--- config.mk ---
export PLATFORM = sky130hd
export DESIGN_NAME = led_pio_fader
export DESIGN_NICKNAME = d
export VERILOG_FILES = /design/src/rtl/led_pio_fader.sv
export SDC_FILE = /design/constraint.sdc
export NUM_CORES = 1
export LEC_CHECK = 0
export CORE_MARGIN = 1.5
export CORE_UTILIZATION = 64
export CTS_CLUSTER_SIZE = 20
export DETAILED_ROUTE_END_ITERATION = 16
export PLACE_DENSITY_LB_ADDON = 0.05
export SLEW_MARGIN = 20
export SYNTH_ARGS = -nofsm -noshare
export SYNTH_HDL_FRONTEND = slang
export SYNTH_SLANG_ARGS = --single-unit
export TNS_END_PERCENT = 5
--- constraint.sdc ---
create_clock -name clk_clk -period 3.7 [get_ports clk_clk]
set_input_delay 0.555 -clock clk_clk [delete_from_list [all_inputs] [get_ports clk_clk]]
set_output_delay 0.555 -clock clk_clk [all_outputs]
set_load 0.01 [all_outputs]
--- src/rtl/led_pio_fader.sv ---
// led_pio_fader: 8-channel LED driver with per-channel brightness fade and 255-cycle PWM output
//   clk_clk     : system clock, all state on rising edge
//   reset_reset : synchronous active-high reset
//   pio_in      : LED command word, bit i = 1 requests channel i fully on
//   fade_en     : 1 = ramp one step per tick, 0 = snap to target
//   led_out     : registered PWM drive, 1 = lit
//   busy        : 1 while any channel level differs from its target
module led_pio_fader #(
  parameter int STEP_DIV = 50000
) (
  input  logic       clk_clk,
  input  logic       reset_reset,
  input  logic [7:0] pio_in,
  input  logic       fade_en,
  output logic [7:0] led_out,
  output logic       busy
);
  localparam int PW = $clog2(STEP_DIV + 1);
  localparam logic [PW-1:0] LAST = PW'(STEP_DIV - 1);
  logic [7:0]    r_pio_q;
  logic [7:0]    r_pwm;
  logic [7:0]    r_led;
  logic [7:0]    r_level [8];
  logic [PW-1:0] r_presc;
  logic          w_tick;
  logic [7:0]    w_tgt   [8];
  logic [7:0]    w_next  [8];
  logic [7:0]    w_busy;
  assign w_tick  = r_presc == LAST;
  assign led_out = r_led;
  assign busy    = |w_busy;
  // Targets are all-ones or all-zeros, so stepping toward them can never wrap.
  always_comb
    for (int i = 0; i < 8; i++) begin
      w_tgt[i]  = {8{r_pio_q[i]}};
      w_busy[i] = r_level[i] != w_tgt[i];
      w_next[i] = !fade_en ? w_tgt[i] :
                  !w_tick ? r_level[i] :
                  r_level[i] < w_tgt[i] ? r_level[i] + 8'd1 :
                  r_level[i] > w_tgt[i] ? r_level[i] - 8'd1 : r_level[i];
    end
  always_ff @(posedge clk_clk)
    if (reset_reset) begin
      r_pio_q <= '0;
      r_pwm   <= '0;
      r_led   <= '0;
      r_presc <= '0;
      for (int i = 0; i < 8; i++) r_level[i] <= '0;
    end else begin
      r_pio_q <= pio_in;
      r_presc <= w_tick ? '0 : r_presc + 1'b1;
      r_pwm   <= r_pwm == 8'd254 ? '0 : r_pwm + 8'd1;
      for (int i = 0; i < 8; i++) begin
        r_led[i]   <= r_pwm < r_level[i];
        r_level[i] <= w_next[i];
      end
    end
endmodule

==> results of run 1 <==
metrics by stage:
stage | instances | worst slack (ns) | instance area [sq um] | utilization [%] | hold WS, ns
4_1_cts | 1241 | 0.296 | 9810 | 70.4 | 0.468
5_1_grt | 1241 | 0.0324 | 9810 | 70.4 | 0.507
2_1_floorplan | 1050 | 0.698 | 9180 | - | 0.430
3_3_place_gp | 1225 | 0.466 | 9500 | 68.2 | 0.443
3_5_place_dp | 1225 | 0.346 | 9500 | 68.2 | 0.449
6_report | 1241 | 0.308 | 9810 | 70.4 | 0.464
state kept, by name, indices dropped and copies added (netlist names):
register and cells:
r_level 64, r_pwm 8, r_presc 16, r_pio_q 8
led_out 8
per-layer routing:
| metal | track usage [%] | share of wire (%) | up-vias |
|---|---|---|---|
| li1 | - | - | 3869 |
| met1 | 35.2 | 49 | 3539 |
| met2 | 46.8 | 48 | 72 |
| met3 | 4.51 | 2.7 | 14 |
| met4 | 6.03 | 0.88 | 0 |
| met5 | 0 | 0 | - |
power breakdown:
| part | internal, uW | leakage (uW) | switching (uW) |
|---|---|---|---|
| clock | 485 | 0.000150 | 503 |
| sequential | 1190 | 0.000857 | 87.3 |
| combinational | 530 | 0.00355 | 607 |
cell usage after synthesis, types with 2 or more instances:
cell	instances
o21a_1	8
xnor2_1	36
a31oi_1	19
a21o_1	41
ha_1	179
nor3b_1	7
dfxtp_1	104
nor2_1	32
nand3_1	8
or3_1	4
and2_1	12
inv_1	87
a211oi_1	8
nor2b_1	14
mux2i_1	43
o21bai_1	39
nand4_1	33
nand4b_1	9
fa_1	8
o2111a_1	7
buf_2	5
o21ai_0	25
or2_2	10
nand2b_1	21
a21oi_1	102
clkbuf_1	15
o22ai_1	9
o211a_1	4
a211oi_2	2
buf_1	2
and3b_1	7
o211ai_1	2
and3_1	16
xor2_1	19
a211o_1	9
nor3_1	32
buf_4	8
o31ai_1	8
nand2_1	45
worst max-delay path: stages (launching register included):
cell	delay [ns]
dfxtp_1	0.42
inv_1	0.18
ha_1	0.37
nand4_1	0.12
nor3_1	0.38
nand4_1	0.19
or2_2	0.34
clkdlybuf4s50_1	0.48
cell usage in the layout, fill, tap and decap left out, types with 12 or more instances in the layout:
cell,count
ha_1,179
dfxtp_1,104
a21oi_1,102
inv_1,87
nand2_1,45
mux2i_1,43
a21o_1,41
o21bai_1,39
xnor2_1,36
nand4_1,33
nor3_1,32
nor2_1,32
o21ai_0,24
nand2b_1,21
xor2_1,19
a31oi_1,19
clkdlybuf4s50_1,18
and3_1,16
nor2b_1,14
and2_1,12
cells by family after synthesis:
logic type               after synthesis
buffers and inverters                117
flip-flops                           104
multiplexers                          43
adder cells (fa/ha/maj)              187
XOR/XNOR                              55
AO/OA/AOI/OAI                        291
AND/OR/NAND/NOR                      253
cell type report:
cell class	count	area (sq um)
clock buffer	9	225
fill	1182	4120
multi-input combinational	829	6630
clock inverter	7	81.3
timing repair buffer	25	243
inverter	87	327
tap	180	225
sequential	104	2080
path summary, 6_finish.rpt:
path | to | depth (start not counted)
max | busy | 7
min reg2reg | r_presc[0]$_SDFF_PP0_ | 1
max reg2reg | r_level[0][23]$_SDFFE_PP0P_ | 13
min | r_presc[0]$_SDFF_PP0_ | 1
==> results.json, run 1 <==
{
  "status": "finished, final reports clean",
  "period_share_pct": 91.7,
  "skew_ns": 0.0117,
  "via_per_inst": 6.04,
  "ys_warn_count": 0,
  "synth_area_leaders": "ha_1, dfxtp_1, a21oi_1",
  "core_area_sq_mm": 0.0139,
  "grt_pass1_wl_microns": 32700,
  "gp_congestion": 0.868,
  "postSynthCellCount": 1050,
  "setup_viol": 0,
  "clock.fmax_mhz": 295,
  "core.rowCount": 43,
  "synthAdderAreaFrac_pct": 26.2,
  "grt_usage_pct": 27.1,
  "muxShareOfSynthArea_pct": 4.69,
  "yosysSeqAreaShare_pct": 22.7,
  "synthSimpleGateAreaFrac_pct": 15.3,
  "die_area_sq_mm": 0.0151,
  "synth.top_cell.area_share_pct": 24.4,
  "rr_startpoint": "r_pio_q[2]$_SDFF_PP0_",
  "maxCapViolations": 0,
  "antenna_found_initial": 0,
  "crit_start": "r_pio_q[0]$_SDFF_PP0_",
  "synthesis.nets": 1248,
  "antenna_left": 0,
  "clk_transition_reported_paths_ns": 0.08,
  "ctsResizeCount": 0,
  "htreeDepth": 3,
  "powerDensity_mw_per_mm2": 346,
  "clockBufferDepth": 2,
  "drive_gt1_share_pct": 3.86,
  "die_w_microns": 123,
  "synth.largest_area_cell": "ha_1",
  "grt_max_degree": 40,
  "hold_class": "flop to flop",
  "synth_area_sq_mm": 0.00918,
  "max_slew_margin_pct": 53.2,
  "path_max_fanout": 7,
  "clock-sinks": 104,
  "cp.required_ns": 3.14,
  "synth_top_family_by_area": "adder cells",
  "grt_pass1_vias": 7057,
  "setup_tns_ns": 0,
  "final-hold-violation-count": 0,
  "drc": 0,
  "cp-start-kind": "flop",
  "worstPathArrival_ns": 2.84,
  "area_growth_pct": 6.91,
  "wl_per_cell_microns": 15.9,
  "p_total_uw": 3400,
  "ys_seq_elements": 104,
  "p_leak_uw": 0.00456,
  "syn_area_per_cell_sq_um": 8.74,
  "initial_core_util_pct": 65.9,
  "slew_viol_final": 0,
  "cts_setup_buffers": 0,
  "synth_xor_area_share_pct": 5.25,
  "synth_compound_area_share_pct": 20.7,
  "layout_min_cycle_time_ns": 3.39,
  "root_buffer": "clkbuf_16",
  "async_flop_share_pct": 0,
  "ios": 20,
  "worstMarginPinSlew_ns": 0.702,
  "synth.distinct_cells": 50,
  "nNetsFinal": 1254,
  "crit_path_end_kind": "primary output",
  "path_class": "flop to primary output",
  "tritoncts": "built",
  "wirelength_microns": 19800,
  "numCtsBuffers": 9,
  "drt_iter0_drc": 307,
  "min-delay-start": "r_presc[0]$_SDFF_PP0_",
  "vdd_drop_max_mv": 0.381,
  "hpwl_microns": 14200,
  "via_count": 7494,
  "portBuffers": 19,
  "worstSkewPairLatency_ns": 0.37,
  "synth_ff_type": "dfxtp_1",
  "drtPass1Iterations": 4,
  "hold_buffers": 0,
  "antennaDiodeCount": 0,
  "overflow": 0,
  "synth_edf_count": 0,
  "die_h_microns": 123,
  "rsz0062_at_grt": "false",
  "r2r_slack_ns": 0.31
}
Note: power is estimated with default switching activity, not from simulation.
==> inputs of run 2 (changes only) <==
CORE_UTILIZATION = 40   (was 64)
SLEW_MARGIN = 10   (was 20)
==> run 2 against run 1 <==
  * Sequential share of layout area decreased by 0.29 points
  * Critical endpoint unchanged
  * Final area rose by 1.4%
  * Global-route usage fell by 8.6 points
  * Critical path type unchanged
  * Die area up 58%
  * Highest routed layer unchanged
  * Power down 2.0%
  * Clock power down 5.4%
==> results.json, run 2 (synthesis gave the netlist of run 1 again) <==
{
  "drc": 0,
  "antennaDiodeCount": 0,
  "wl_per_cell_microns": 15.5,
  "gp_congestion": 0.795,
  "via_per_inst": 5.35,
  "period_share_pct": 93.0,
  "clock.fmax_mhz": 291,
  "holdPathEnd": "r_presc[0]$_SDFF_PP0_",
  "path_max_fanout": 7,
  "clk_transition_reported_paths_ns": 0.07,
  "worstPathArrival_ns": 2.89,
  "die_h_microns": 154,
  "antenna_left": 0,
  "clockBufferDepth": 2,
  "cp.required_ns": 3.14,
  "initial_core_util_pct": 40.7,
  "setup_tns_ns": 0,
  "htreeDepth": 3,
  "drt_iter0_drc": 206,
  "slew_viol_final": 0,
  "worstMarginPinSlew_ns": 0.768,
  "rsz0062_at_grt": "false",
  "reg2reg_depth": 13,
  "status": "finished, final reports clean",
  "via_count": 7226,
  "p_leak_uw": 0.00457,
  "numCtsBuffers": 9,
  "overflow": 0,
  "vdd_drop_max_mv": 0.190,
  "layout_common_cells": "ha_1, dfxtp_1, a21oi_1",
  "seq_power_share_pct": 38.2,
  "root_buffer": "clkbuf_16",
  "max_slew_margin_pct": 48.8,
  "top_register": "r_level",
  "die_w_microns": 154,
  "comb_power_share_pct": 33.7,
  "holdWs_ns": 0.473,
  "grt_pass1_vias": 6922,
  "core.rowCount": 55,
  "path_class": "flop to primary output",
  "core_area_sq_mm": 0.0226,
  "wirelength_microns": 21000,
  "clock-sinks": 104,
  "setup_viol": 0,
  "p_switching_uw": 1150,
  "maxCapViolations": 0,
  "r2r_slack_ns": 0.38,
  "worstSkewPairLatency_ns": 0.36,
  "layout_commonest_cell": "ha_1",
  "drive_gt1_share_pct": 4.41,
  "hold_buffers": 0,
  "reg.largest.list": "r_level (64), r_presc (16)",
  "min-delay-start": "r_presc[0]$_SDFF_PP0_",
  "tritoncts": "built",
  "internal-power_uw": 2180,
  "grt_usage_pct": 18.5,
  "crit_start": "r_pio_q[6]$_SDFF_PP0_",
  "final-hold-violation-count": 0,
  "worstHoldPathCells": 1,
  "crit_path_end_kind": "primary output",
  "portBuffers": 19,
  "layout_min_cycle_time_ns": 3.44,
  "hpwl_microns": 15300,
  "area_growth_pct": 8.40,
  "die_area_sq_mm": 0.0239,
  "grt_max_degree": 45,
  "p_sw_share_pct": 34.6,
  "hold_class": "flop to flop",
  "antenna_found_initial": 0,
  "post-route-util_pct": 44.1,
  "grt_pass1_wl_microns": 35600,
  "clkPwrFrac_pct": 28.1,
  "skew_ns": 0.00990,
  "ios": 20,
  "cp-start-kind": "flop",
  "nNetsFinal": 1259,
  "largest_reg_flops": 64,
  "worstReg2RegEnd": "r_level[0][39]$_SDFFE_PP0P_",
  "rr_startpoint": "r_pio_q[4]$_SDFF_PP0_",
  "drtPass1Iterations": 4,
  "powerDensity_mw_per_mm2": 335
}
run 2: worst max-delay path by stage:
stage | endpoint | cells past startpoint | slack, ns
final | busy | 7 | 0.26
after detailed placement | r_level[0][63]$_SDFFE_PP0P_ | 12 | 0.35
after floorplan | r_level[0][63]$_SDFFE_PP0P_ | 12 | 0.70
after global routing | busy | 7 | 0.06
after global placement | r_level[0][63]$_SDFFE_PP0P_ | 12 | 0.40
after CTS | busy | 7 | 0.15
run 2: routing by layer:
layer | vias to the layer above | GRT usage (%) | share of wire, %
met1 | 3301 | 25.8 | 51
met2 | 51 | 30.7 | 46
met5 | - | 0 | 0
li1 | 3868 | - | -
met3 | 6 | 2.69 | 2.7
met4 | 0 | 2.75 | 0.46
run 2: cell type report:
| class | count | area (sq um) |
|---|---|---|
| repair buffers | 30 | 278 |
| fillers | 2281 | 12600 |
| well taps | 285 | 357 |
| clock inverters | 6 | 45.0 |
| inverters | 87 | 327 |
| flip-flops and latches | 104 | 2080 |
| multi-input cells | 829 | 6630 |
| clock buffers | 10 | 229 |
run 2: timing repair:
item                                    CTS  global route
endpoints found under the setup margin    0             1
buffers inserted                          0             0
resized for setup                         0             2
run 2: critical path: stages (launching register included):
cell	delay [ns]
dfxtp_1	0.40
inv_1	0.16
ha_1	0.36
nand4_1	0.13
nor3_1	0.43
nand4_1	0.22
or2_2	0.35
clkdlybuf4s50_1	0.48
run 2: power by group through the flow:
| stage | Clock, uW | Combinational, uW | Sequential (uW) |
|---|---|---|---|
| 4_1_cts | 991 | 1130 | 1270 |
| 3_5_place_dp | 0 | 1120 | 1300 |
| 6_report | 935 | 1120 | 1270 |
| 3_3_place_gp | 0 | 1130 | 1300 |
| 5_1_grt | 1020 | 1300 | 1280 |
| 2_1_floorplan | 0 | 897 | 1270 |
run 2: per-stage QoR:
stage | setup WS (ns) | area [sq um] | power, uW | cells
3_3_place_gp | 0.400 | 9670 | 2430 | 1335
2_1_floorplan | 0.698 | 9180 | 2170 | 1050
4_1_cts | 0.148 | 9940 | 3400 | 1351
6_report | 0.258 | 9950 | 3330 | 1351
5_1_grt | 0.0583 | 9950 | 3600 | 1351
3_5_place_dp | 0.346 | 9670 | 2420 | 1335
==> inputs of run 3 (changes only) <==
CAP_MARGIN = 40   (was unset)
CORE_UTILIZATION = 60   (was 40)
==> run 3 against run 2 <==
  * Wire length shrank 7.1%
  * Clock power is 10% higher
  * Via count is 1.3% higher
  * Cell count shrank 7.3%
  * Clock skew decreased by 0.0016 ns
  * Sequential power barely moved
  * Global-route usage increased by 7.1 points
  * Worst setup slack better by 0.056 ns
  * Critical path depth stayed put
  * Power increased by 3.0%
  * Sequential cell count unchanged
==> results.json, run 3 (synthesis gave the netlist of run 1 again) <==
{
  "hold_buffers": 0,
  "die_h_microns": 127,
  "multi_input_area_sq_mm": 0.00663,
  "ctsResizeCount": 0,
  "numCtsBuffers": 9,
  "drc": 0,
  "drtPass1Iterations": 5,
  "cp_cell_sequence": "inv_1 > ha_1 > nand4_1 > nor3_1 > nand4_1 > or2_2 > clkdlybuf4s50_1",
  "cp.required_ns": 3.14,
  "htreeDepth": 3,
  "clk_transition_reported_paths_ns": 0.08,
  "placed_cells_incl_taps": 1236,
  "hpwl_microns": 14400,
  "die_area_sq_mm": 0.0160,
  "path_delay_family": "simple AND/OR/NAND/NOR gates",
  "largest_reg_flops": 64,
  "crit_path_end_kind": "primary output",
  "drive_gt1_share_pct": 4.23,
  "antenna_found_initial": 0,
  "antenna_left": 0,
  "setup_tns_ns": 0,
  "top_register": "r_level",
  "powerDensity_mw_per_mm2": 348,
  "reg.largest.list": "r_level (64), r_presc (16)",
  "grt_usage_pct": 25.5,
  "core.rowCount": 45,
  "wirelength_microns": 19500,
  "worstMarginPinSlew_ns": 0.686,
  "instances_no_fill": 1252,
  "hold_class": "flop to flop",
  "area_growth_pct": 7.24,
  "final-hold-violation-count": 0,
  "p_total_uw": 3430,
  "via_per_inst": 5.85,
  "path_max_fanout": 7,
  "nNetsFinal": 1257,
  "p_leak_uw": 0.00457,
  "rr_startpoint": "r_pio_q[7]$_SDFF_PP0_",
  "portBuffers": 19,
  "period_share_pct": 91.5,
  "antennaDiodeCount": 0,
  "nFillCells": 1296,
  "clock-sinks": 104,
  "post-route-util_pct": 65.2,
  "rsz0062_at_grt": "false",
  "seq_area_sq_mm": 0.00208,
  "drt_iter0_drc": 268,
  "clockBufferDepth": 2,
  "path_buf_inv": 2,
  "core_area_sq_mm": 0.0151,
  "tritoncts": "built",
  "grt_max_degree": 30,
  "crit_top_cell": "nand4_1",
  "ios": 20,
  "root_buffer": "clkbuf_16",
  "layout_common_cells": "ha_1, dfxtp_1, a21oi_1",
  "wl_per_cell_microns": 15.5,
  "maxCapViolations": 0,
  "crit_start": "r_pio_q[6]$_SDFF_PP0_",
  "status": "finished, final reports clean",
  "vdd_drop_max_mv": 0.256,
  "cp-start-kind": "flop",
  "path_class": "flop to primary output",
  "worstSkewPairLatency_ns": 0.36,
  "initial_core_util_pct": 60.8,
  "grt_pass1_vias": 6914,
  "layout_min_cycle_time_ns": 3.39,
  "setup_viol": 0,
  "grt_pass1_wl_microns": 33400,
  "die_w_microns": 127,
  "clock.fmax_mhz": 295,
  "max_slew_margin_pct": 54.2,
  "via_count": 7318,
  "worstPathArrival_ns": 2.83,
  "critPathSlowestCell": "clkdlybuf4s50_1",
  "min-delay-start": "r_presc[0]$_SDFF_PP0_",
  "layout_commonest_cell": "ha_1",
  "slew_viol_final": 0,
  "gp_congestion": 0.867,
  "cp_slowest_stage_delay_ns": 0.48,
  "overflow": 0,
  "cts_setup_buffers": 0,
  "skew_ns": 0.00832
}
run 3: changes by cell type in the layout (fill, tap and decap cells not counted), sizes merged:
cell           change
buf                -3
bufinv             +1
clkdlybuf4s50      +1
clkinv             -4
clkinvlp           +1
inv                +2
run 3: final cells by class:
class | instances | area share (%)
flip-flops and latches | 104 | 21.2
multi-input cells | 829 | 67.4
inverters | 87 | 3.32
clock inverters | 6 | 0.763
well taps | 188 | 2.39
clock buffers | 10 | 2.43
repair buffers | 28 | 2.57
run 3: where the power goes:
group / switching, uW / internal [uW]
clock network: 476 / 555
registers: 86.8 / 1190
logic: 598 / 529
run 3: routing by layer:
| metal | part of all wire [%] | routed length [microns] | up-vias | GRT usage [%] |
|---|---|---|---|---|
| met5 | 0 | 0 | - | 0 |
| met4 | 1.3 | 245 | 0 | 5.95 |
| met3 | 2.2 | 437 | 18 | 3.33 |
| met2 | 46 | 8880 | 64 | 43.0 |
| met1 | 51 | 9900 | 3367 | 34.8 |
| li1 | - | - | 3869 | - |
run 3: worst paths after layout:
path / to / slack, ns / depth (start not counted)
min: r_presc[0]$_SDFF_PP0_ / 0.47 / 1
max: busy / 0.31 / 7
min reg2reg: r_presc[0]$_SDFF_PP0_ / 0.47 / 1
max reg2reg: r_level[0][63]$_SDFFE_PP0P_ / 0.33 / 12
run 3: metrics by stage:
stage / worst slack [ns] / instance area, sq um / hold slack, ns
3_3_place_gp: 0.422 / 9520 / 0.449
3_5_place_dp: 0.302 / 9520 / 0.456
6_report: 0.314 / 9840 / 0.469
4_1_cts: 0.282 / 9840 / 0.474
5_1_grt: 0.0269 / 9840 / 0.502
2_1_floorplan: 0.698 / 9180 / 0.430
